`config.mk`:
```
export PLATFORM = sky130hd
export DESIGN_NAME = board_grid
export DESIGN_NICKNAME = d
export VERILOG_FILES = /design/src/rtl/board_pkg.sv /design/src/rtl/board_grid_lfsr16.sv /design/src/rtl/board_grid.sv
export SDC_FILE = /design/constraint.sdc
export NUM_CORES = 1
export LEC_CHECK = 0
export CAP_MARGIN = 5
export CORE_MARGIN = 2
export CORE_UTILIZATION = 50
export DETAILED_ROUTE_END_ITERATION = 6
export PLACE_DENSITY = 0.68
export SETUP_SLACK_MARGIN = 0.2
export SLEW_MARGIN = 20
export SYNTH_ARGS = -nofsm -noshare
export SYNTH_HDL_FRONTEND = slang
export SYNTH_SLANG_ARGS = --single-unit
```
`constraint.sdc`:
```
create_clock -name clk -period 6.8 [get_ports clk]
set_clock_uncertainty 0.05 [all_clocks]
set_input_delay 1.36 -clock clk [delete_from_list [all_inputs] [get_ports clk]]
set_output_delay 1.36 -clock clk [all_outputs]
set_load 0.005 [all_outputs]
```
`src/rtl/board_pkg.sv`:
```
// ---------------------------------------------------------------------------
// board_pkg
// Shared constants, command/state encodings and the symbol reduction helper
// for the game board (board_grid) and its LFSR (lfsr16).
// No ports: imported by the RTL files with import board_pkg::*.
// ---------------------------------------------------------------------------
package board_pkg;

    // Board geometry (defaults for board_grid parameters)
    localparam int ROWS     = 8;
    localparam int COLS     = 8;
    localparam int CELL     = 32;
    localparam int ORIGIN_X = 192;
    localparam int ORIGIN_Y = 112;

    // Random symbol generation
    localparam logic [15:0] LFSR_SEED   = 16'hACE1;
    localparam logic [15:0] LFSR_MASK   = 16'hB400;
    localparam int          NUM_SYMBOLS = 5;

    // Code shown for pixels outside the board
    localparam logic [2:0] VALUE_NONE = 3'd7;

    typedef enum logic [1:0] {
        OP_NOP   = 2'b00,
        OP_FILL  = 2'b01,
        OP_SWAP  = 2'b10,
        OP_WRITE = 2'b11
    } op_t;

    typedef enum logic [1:0] {
        ST_FILL = 2'd0,
        ST_IDLE = 2'd1,
        ST_EXEC = 2'd2,
        ST_DONE = 2'd3
    } state_t;

    // Fold a 3-bit random value 0..7 onto the symbol range 0..4.
    function automatic logic [2:0] sym_from_rand(input logic [2:0] r);
        return (r < 3'(NUM_SYMBOLS)) ? r : (r - 3'(NUM_SYMBOLS));
    endfunction

endpackage

```
`src/rtl/board_grid_lfsr16.sv`:
```
// ---------------------------------------------------------------------------
// lfsr16
// 16-bit right-shifting Galois LFSR, advances every clock cycle.
// Ports:
//   clk     in   system clock
//   reset_n in   asynchronous active-low reset (loads SEED)
//   state   out  current 16-bit LFSR contents
// SEED must be nonzero, otherwise the register stays stuck at zero.
// ---------------------------------------------------------------------------
module lfsr16 #(
    parameter logic [15:0] SEED = 16'hACE1
) (
    input  logic        clk,
    input  logic        reset_n,
    output logic [15:0] state
);
    import board_pkg::*;

    logic [15:0] lfsr_q;
    logic [15:0] lfsr_d;

    // Shift right; the bit falling out of position 0 toggles the tap bits.
    always_comb begin
        lfsr_d = {1'b0, lfsr_q[15:1]};
        if (lfsr_q[0]) begin
            lfsr_d = lfsr_d ^ LFSR_MASK;
        end
    end

    always_ff @(posedge clk or negedge reset_n) begin
        if (!reset_n) begin
            lfsr_q <= SEED;
        end else begin
            lfsr_q <= lfsr_d;
        end
    end

    assign state = lfsr_q;

endmodule

```
`src/rtl/board_grid.sv`:
```
// ---------------------------------------------------------------------------
// board_grid
// Game board of ROWS x COLS cells, 3-bit symbol code per cell.
//   Pixel side : registered lookup (latency 1) of the cell under the VGA
//                pixel, with the cell's top-left corner for the renderer.
//   Game side  : FILL / SWAP / WRITE commands over valid/ready, done pulse
//                on completion, plus a combinational random-access read port.
// Ports:
//   clk, reset_n                   clock, asynchronous active-low reset
//   pixel_x, pixel_y        in     current VGA column / row
//   pixel_x_d, pixel_y_d    out    pixel coordinates delayed one cycle
//   value                   out    symbol under the pixel (7 when outside)
//   top_left_x, top_left_y  out    corner of the cell under the pixel
//   in_board                out    pixel lies inside the board
//   cmd_valid / cmd_ready          command handshake
//   cmd_op                  in     00 NOP, 01 FILL, 10 SWAP, 11 WRITE
//   cmd_a_row/col, cmd_b_row/col   cell coordinates (B used by SWAP only)
//   cmd_value               in     WRITE data (stored as given, 0..7)
//   done                    out    one-cycle pulse when a command completes
//   rd_row, rd_col, rd_value       combinational read port
// After reset the board fills itself with random symbols and pulses done.
// ---------------------------------------------------------------------------
module board_grid #(
    parameter int          ROWS      = board_pkg::ROWS,
    parameter int          COLS      = board_pkg::COLS,
    parameter int          CELL      = board_pkg::CELL,
    parameter int          ORIGIN_X  = board_pkg::ORIGIN_X,
    parameter int          ORIGIN_Y  = board_pkg::ORIGIN_Y,
    parameter logic [15:0] LFSR_SEED = board_pkg::LFSR_SEED
) (
    input  logic       clk,
    input  logic       reset_n,
    input  logic [9:0] pixel_x,
    input  logic [9:0] pixel_y,
    output logic [9:0] pixel_x_d,
    output logic [9:0] pixel_y_d,
    output logic [2:0] value,
    output logic [9:0] top_left_x,
    output logic [9:0] top_left_y,
    output logic       in_board,
    input  logic       cmd_valid,
    output logic       cmd_ready,
    input  logic [1:0] cmd_op,
    input  logic [2:0] cmd_a_row,
    input  logic [2:0] cmd_a_col,
    input  logic [2:0] cmd_b_row,
    input  logic [2:0] cmd_b_col,
    input  logic [2:0] cmd_value,
    output logic       done,
    input  logic [2:0] rd_row,
    input  logic [2:0] rd_col,
    output logic [2:0] rd_value
);
    import board_pkg::*;

    localparam int NCELLS = ROWS * COLS;
    localparam int IDX_W  = (NCELLS > 1) ? $clog2(NCELLS) : 1;

    // -----------------------------------------------------------------------
    // Random symbol source
    // -----------------------------------------------------------------------
    logic [15:0] lfsr_state;
    logic [2:0]  fill_sym;
    logic        unused_lfsr_hi;

    lfsr16 #(
        .SEED (LFSR_SEED)
    ) u_lfsr (
        .clk     (clk),
        .reset_n (reset_n),
        .state   (lfsr_state)
    );

    assign fill_sym       = sym_from_rand(lfsr_state[2:0]);
    assign unused_lfsr_hi = ^lfsr_state[15:3];

    // -----------------------------------------------------------------------
    // Command FSM
    // -----------------------------------------------------------------------
    state_t           state_q, state_d;
    logic [IDX_W-1:0] fill_cnt_q, fill_cnt_d;
    logic             accept;
    logic             fill_we;
    logic             exec_we_a;
    logic             exec_we_b;

    op_t        op_q;
    logic [2:0] a_row_q, a_col_q, b_row_q, b_col_q, wval_q;

    logic             a_ok, b_ok;
    logic [IDX_W-1:0] a_idx, b_idx;

    logic [2:0] cells [NCELLS];
    logic [2:0] a_wdata, b_wdata;

    // Coordinates outside a smaller-than-8x8 board would alias onto other
    // cells, so such commands are simply not applied.
    assign a_ok  = (int'(a_row_q) < ROWS) && (int'(a_col_q) < COLS);
    assign b_ok  = (int'(b_row_q) < ROWS) && (int'(b_col_q) < COLS);
    assign a_idx = IDX_W'(int'(a_row_q) * COLS + int'(a_col_q));
    assign b_idx = IDX_W'(int'(b_row_q) * COLS + int'(b_col_q));

    always_comb begin
        state_d    = state_q;
        fill_cnt_d = fill_cnt_q;
        accept     = 1'b0;
        fill_we    = 1'b0;
        exec_we_a  = 1'b0;
        exec_we_b  = 1'b0;
        case (state_q)
            ST_FILL: begin
                fill_we    = 1'b1;
                fill_cnt_d = fill_cnt_q + 1'b1;
                if (fill_cnt_q == IDX_W'(NCELLS - 1)) begin
                    state_d = ST_DONE;
                end
            end
            ST_IDLE: begin
                if (cmd_valid) begin
                    accept = 1'b1;
                    if (op_t'(cmd_op) == OP_FILL) begin
                        state_d    = ST_FILL;
                        fill_cnt_d = '0;
                    end else begin
                        state_d = ST_EXEC;
                    end
                end
            end
            ST_EXEC: begin
                state_d = ST_DONE;
                case (op_q)
                    OP_SWAP: begin
                        exec_we_a = a_ok && b_ok;
                        exec_we_b = a_ok && b_ok;
                    end
                    OP_WRITE: exec_we_a = a_ok;
                    default:  ;
                endcase
            end
            ST_DONE: state_d = ST_IDLE;
            default: state_d = ST_IDLE;
        endcase
    end

    always_ff @(posedge clk or negedge reset_n) begin
        if (!reset_n) begin
            state_q    <= ST_FILL;
            fill_cnt_q <= '0;
        end else begin
            state_q    <= state_d;
            fill_cnt_q <= fill_cnt_d;
        end
    end

    // All command fields are captured on accept so the requester may change
    // them freely while the command executes.
    always_ff @(posedge clk or negedge reset_n) begin
        if (!reset_n) begin
            op_q    <= OP_NOP;
            a_row_q <= '0;
            a_col_q <= '0;
            b_row_q <= '0;
            b_col_q <= '0;
            wval_q  <= '0;
        end else if (accept) begin
            op_q    <= op_t'(cmd_op);
            a_row_q <= cmd_a_row;
            a_col_q <= cmd_a_col;
            b_row_q <= cmd_b_row;
            b_col_q <= cmd_b_col;
            wval_q  <= cmd_value;
        end
    end

    assign cmd_ready = (state_q == ST_IDLE);
    assign done      = (state_q == ST_DONE);

    // -----------------------------------------------------------------------
    // Cell storage: one register per cell with its own write decode. Both
    // swap halves read the old contents, so a swap of a cell with itself
    // rewrites the same value.
    // -----------------------------------------------------------------------
    assign a_wdata = (op_q == OP_SWAP) ? cells[b_idx] : wval_q;
    assign b_wdata = cells[a_idx];

    for (genvar gi = 0; gi < NCELLS; gi++) begin : g_cell
        logic [2:0] cell_q, cell_d;

        always_comb begin
            cell_d = cell_q;
            if (fill_we && (fill_cnt_q == IDX_W'(gi))) begin
                cell_d = fill_sym;
            end
            if (exec_we_a && (a_idx == IDX_W'(gi))) begin
                cell_d = a_wdata;
            end
            if (exec_we_b && (b_idx == IDX_W'(gi))) begin
                cell_d = b_wdata;
            end
        end

        always_ff @(posedge clk or negedge reset_n) begin
            if (!reset_n) begin
                cell_q <= 3'd0;
            end else begin
                cell_q <= cell_d;
            end
        end

        assign cells[gi] = cell_q;
    end

    // -----------------------------------------------------------------------
    // Random-access read port
    // -----------------------------------------------------------------------
    logic             rd_ok;
    logic [IDX_W-1:0] rd_idx;

    assign rd_ok    = (int'(rd_row) < ROWS) && (int'(rd_col) < COLS);
    assign rd_idx   = IDX_W'(int'(rd_row) * COLS + int'(rd_col));
    assign rd_value = rd_ok ? cells[rd_idx] : VALUE_NONE;

    // -----------------------------------------------------------------------
    // Pixel lookup, registered. Reads cells_q, so a cell written in the same
    // cycle shows its old contents.
    // -----------------------------------------------------------------------
    int               px_rel, py_rel;
    int               pix_col, pix_row;
    logic             pix_inside;
    logic [IDX_W-1:0] pix_idx;

    always_comb begin
        px_rel     = int'(pixel_x) - ORIGIN_X;
        py_rel     = int'(pixel_y) - ORIGIN_Y;
        pix_inside = (px_rel >= 0) && (px_rel < COLS * CELL) &&
                     (py_rel >= 0) && (py_rel < ROWS * CELL);
        pix_col    = 0;
        pix_row    = 0;
        if (pix_inside) begin
            pix_col = px_rel / CELL;
            pix_row = py_rel / CELL;
        end
        pix_idx = IDX_W'(pix_row * COLS + pix_col);
    end

    logic [9:0] pixel_x_q, pixel_y_q;
    logic [9:0] top_left_x_q, top_left_y_q;
    logic [2:0] value_q;
    logic       in_board_q;

    always_ff @(posedge clk or negedge reset_n) begin
        if (!reset_n) begin
            pixel_x_q    <= '0;
            pixel_y_q    <= '0;
            top_left_x_q <= '0;
            top_left_y_q <= '0;
            value_q      <= VALUE_NONE;
            in_board_q   <= 1'b0;
        end else begin
            pixel_x_q <= pixel_x;
            pixel_y_q <= pixel_y;
            if (pix_inside) begin
                value_q      <= cells[pix_idx];
                top_left_x_q <= 10'(ORIGIN_X + pix_col * CELL);
                top_left_y_q <= 10'(ORIGIN_Y + pix_row * CELL);
                in_board_q   <= 1'b1;
            end else begin
                // corner outputs keep the last cell so the renderer sees no glitch
                value_q    <= VALUE_NONE;
                in_board_q <= 1'b0;
            end
        end
    end

    assign pixel_x_d  = pixel_x_q;
    assign pixel_y_d  = pixel_y_q;
    assign top_left_x = top_left_x_q;
    assign top_left_y = top_left_y_q;
    assign value      = value_q;
    assign in_board   = in_board_q;

endmodule

```
# Word level (Yosys, flattened, before mapping)

Index checks and enable logic that the tools add are counted.

Word-level logic and storage cells: 799
Input bits: 46
Output and inout port bits: 49
Register bits: 277

$lt $le $gt $ge: 9
Add/sub/neg operators: 12
Bitwise logic cells: 7
Muxes and demuxes: 225
Reductions and logical operators: 269
Eq/ne operators: 198

Operators by type and width:

| operator              | number |
|---|---|
| $mux 3                | 203 |
| $eq 6x6->1 const B    | 96 |
| $eq 6x5->1 const B    | 48 |
| $logic_and 1x1->1     | 195 |
| $reduce_bool 3->1     | 64 |
| $eq 6x4->1 const B    | 24 |
| $bmux 3 s6            | 4 |
| $eq 6x3->1 const B    | 12 |
| $eq 6x2->1 const B    | 6 |
| $ge 7x7->1 const B    | 4 |
| $not 6->7             | 4 |
| $ge 11x1->1 const B   | 2 |
| $lt 11x10->1 const B  | 2 |
| $add 6x3->6           | 3 |
| $eq 6x1->1 const B    | 3 |
| $logic_not 6->1       | 3 |
| $mux 6                | 3 |
| $mux 16               | 1 |
| $pmux 6 s2            | 1 |
| $sub 10x7->11 const B | 1 |
| $sub 10x8->11 const B | 1 |
| $add 8x10->10 const A | 1 |
| $add 9x10->10 const A | 1 |
| $reduce_or 5->1       | 2 |
| 21 further kinds      | 36 |

# Longest topological paths before layout

Word-level depth: 12
Depth in mapped cells: 21
Gate-level depth less buffers: 16

# Modules after synthesis

From an unflattened synthesis, not the netlist that was laid out.

Cells, all modules: 2,298
Area total of the unflattened synthesis: 21,130.3 um^2

By module, submodules not included:

| module     | cells an instance | times used | area an instance (um^2) |
|---|---|---|---|
| board_grid | 2,266             | 1          | 20,596.0 |
| lfsr16     | 32                | 1          | 534.3 |

# Worst setup path before layout

No wires, ideal clock.

Kind: input port to output port
Start: input port rd_col[0]
End: output port rd_value[0]
Stages on the path: 5
Path slack: 1.500 ns
Data required time: 5.390 ns
Arrival time: 3.890 ns
Cell sequence: buf_1 -> buf_1 -> mux4_2 -> mux4_2 -> mux4_2

Longest elaborated chain between the ends: 5

RTL lines:

| what                                      | line              | text |
|---|---|---|
| start: declaration                        | board_grid.sv:51  | `input logic [2:0] rd_col,` |
| $add 6x3->6                               | board_grid.sv:220 | `assign rd_idx = IDX_W'(int'(rd_row) * COLS + int'(rd_col));` |
| $not 6->7 (implied by the code)           | board_grid.sv:221 | `assign rd_value = rd_ok ? cells[rd_idx] : VALUE_NONE;` |
| $bmux 3 s6                                | board_grid.sv:221 |  |
| $mux 3 (implied by the code) (2 in a row) | board_grid.sv:221 |  |
| end: declaration                          | board_grid.sv:52  | `output logic [2:0] rd_value` |

No other way between the ends. The select of a mux whose other input is x is not followed.

# Final worst setup path

Start: input port rd_col[0]
End: output port rd_value[1]

Same word-level chain as after synthesis.

==> out/metrics.csv <==
metric,value,unit
post-CTS sizing,0,
clk buf depth,3,
Final Critical Period,5620,ps
pin count of the biggest net entering global routing,105,
GRT Util Overall,0.391,
number of flops mapped to enable cells by yosys,0,
number of global-route vias before repair,19378,
Die Footprint,43600,µm²
Routed WL per cell,30.1,µm
Slew HR,0.169,
flop-to-flop setup slack,2090,ps
I/O Pins,95,
crit-path max cell delay,530,ps
vias post-DR,20772,
GPL Wtd Cong,1.04,
postcts setup bufs,0,
Antenna Cells,0,
most used cell along the critical path,mux4_2,
crit path DAT,4210,ps
unrepaired setup endpoints after global routing,no,
initial antenna violation count,0,
via/cell ratio,7.26,
Initial Utilization,0.503,
Final Hold Viols,0,
Worst Setup Path Type,in -> out,
status,"finished, final reports clean",
cts bufs inserted,31,
power per cell area,435,nW/µm²
max-cap check violation count,0,
TritonCTS clock tree,built,
Mapped Area,21000,µm²
worst min path class,reg -> reg,
Area Overhead vs Synth,10.9,%
clk_lat worst skew,600,ps
Tightest Pin Transition,1240,ps
"Clk pin slew, worst setup/hold paths",60,ps
CP cell instances,buf_4 > buf_4 > mux4_2 > mux4_2 > mux4_2 > clkdlybuf4s50_1,
num rows,75,
core footprint,41700,µm²
Hold Buf Count CTS,0,
Yosys reg bits,268,
Final HPWL DP,60600,µm
Tot Pwr,0.0101,W
placed cell areas,22200,µm²
CP startpoint kind,input pin,
slowest CP cell,mux4_2,
"Seq/Total Area, Yosys",0.320,
Peak VDD IR,0.564,mV
Yosys Warn Count,0,
First-pass DRT Iterations,7,
CTS root buf,clkbuf_16,
drt initial violations,3610,
H-Tree Depth,1,
Final #Nets,2360,
Synth cell types,69,
Syn Area/Cell,9.10,µm²
worst-path maximum fanout,32,
post-route cell area,23300,µm²
Leak,9.04,nW
total clock sinks,268,
antenna-violating nets left,0,
Die Span X,209,µm
first-pass GRT wire length,128000,µm
Max Clock Freq,0.178,GHz
fraction of layout cells with a size suffix above 1,0.161,
setup TNS,0,ps
WL final,86000,µm
DRC Markers,0,
final period utilization,0.827,
cells after synthesis,2304,
max-slew violations,0,
Port-buffer cells,85,
CP Buf/Inv Count,3,
async set-reset flop share out of synthesis,1.00,
Worst setup EP type,output pin,
final setup fails,0,
grt ovf,0,
Die Y-Extent,209,µm
"Largest delay share family, worst path",multiplexers,
"Req. time, crit path",5390,ps
"Primary FF master, synth",dfrtp_1,
registers in the layout (all words and copies together), names as in the netlist:
register / flops
a_row_q: 3
op_q: 2
top_left_y: 6
a_col_q: 3
wval_q: 3
state_q: 2
b_row_q: 3
pixel_x_d: 10
fill_cnt_q: 6
g_cell.cell_q: 192
value: 3
u_lfsr.state: 16
top_left_x: 5
pixel_y_d: 10
b_col_q: 3
in_board: 1
cell usage in the layout (no fill, tap or decap), types with 7 or more instances in the layout:
master           synthesis  final
xnor2_1                  9      8
a21oi_1                261    261
a21o_1                  78     77
clkbuf_1               124      7
buf_4                   10     50
a31oi_1                  7      7
nand3b_1                 8      8
clkbuf_16                0     31
conb_1                   2     10
nor2_1                 370    370
mux2i_1                 31     31
dfrtp_1                257    253
a211oi_1               135    135
nand3_1                 59     59
mux2_2                  46     46
nor2b_1                 15     15
clkdlybuf4s50_1          0     82
ha_1                    16     15
xor2_1                  12     12
nand2_1                225    225
mux4_2                 189    189
o22ai_1                 69     69
and3_1                   9      9
dfstp_2                 11     11
o21ai_0                193    193
inv_1                   15     14
area by class of cell:
class | count | area [µm²]
timing repair buffer | 135 | 1240
fill | 3693 | 18400
sequential | 268 | 6730
inverter | 19 | 72.6
clock buffer | 44 | 885
multi-input combinational | 1842 | 13500
tap | 539 | 674
clock inverter | 13 | 188
cell families (layout without fill, tap and decap cells):
| logic type | after synthesis | after routing | share of synthesized area |
|---|---|---|---|
| flops | 268 | 268 | 0.320 |
| buf+inv | 202 | 211 | 0.0402 |
| fa+ha+maj | 18 | 18 | 0.0110 |
| other cells | 2 | 10 | 0.000358 |
| xor+xnor | 21 | 21 | 0.00877 |
| mux | 266 | 266 | 0.242 |
| simple gates | 724 | 724 | 0.143 |
| compound gates | 803 | 803 | 0.234 |
metal layers:
metal  vias up  wire (µm)  global-route usage
li1       8666          -                   -
met1      9988      31700               0.534
met2      1829      36700               0.572
met3       289      12000               0.101
met4         0       5560               0.211
met5         -          0                   0
synthesized netlist by cell type (4+ instances only):
cell type  number  area, µm²
a311oi_1        5       43.8
clkbuf_1      124        465
nand3b_1        8       60.1
buf_4          10       75.1
nand2_1       225        845
a211oi_1      135       1010
inv_1          15       56.3
nor4_1          6       37.5
xor2_1         12        105
and3_1          9       56.3
nand4_1         5       31.3
nor2b_1        15       93.8
dfrtp_1       257       6430
nand3_1        59        295
a21o_1         78        586
dfstp_2        11        289
a2111oi_0       4       35.0
and2_1          5       31.3
buf_1          22       82.6
nand2b_1        6       37.5
o221ai_1        5       43.8
mux2_2         46        518
ha_1           16        200
nor2_1        370       1390
xnor2_1         9       78.8
o21ai_0       193        966
buf_2          25        125
mux2i_1        31        310
mux4_2        189       4260
a21oi_1       261       1310
o22ai_1        69        432
a31oi_1         7       43.8
report_power, final:
part | switching, W | internal (W)
Clock | 0.000720 | 0.00106
Combinational | 0.00275 | 0.00213
Sequential | 0.00134 | 0.00214
through the flow:
stage | utilization | instances | hold slack (ps) | setup slack [ps]
2_1_floorplan | - | 2312 | 281 | 1500
3_3_place_gp | 0.533 | 2803 | 287 | 1220
3_5_place_dp | 0.533 | 2803 | 292 | 1180
4_1_cts | 0.558 | 2860 | 305 | 1180
5_1_grt | 0.558 | 2860 | 314 | 1070
6_report | 0.558 | 2860 | 301 | 1180
final timing paths:
path | start | endpoint | cells after the start
min in group asynchronous | reset_n | g_cell[51].cell_q[0]$_DFFE_PN0P_ | 1
worst max register to register | b_col_q[0]$_DFFE_PN0P_ | g_cell[51].cell_q[2]$_DFFE_PN0P_ | 9
worst max-delay path | rd_col[0] | rd_value[1] | 6
worst min-delay path | u_lfsr.state[9]$_DFF_PN0_ | u_lfsr.state[8]$_DFF_PN0_ | 0
worst min register to register | u_lfsr.state[9]$_DFF_PN0_ | u_lfsr.state[8]$_DFF_PN0_ | 0
max in group asynchronous | reset_n | g_cell[56].cell_q[2]$_DFFE_PN0P_ | 2
No activity file was read; power rests on OpenSTA's default activity.
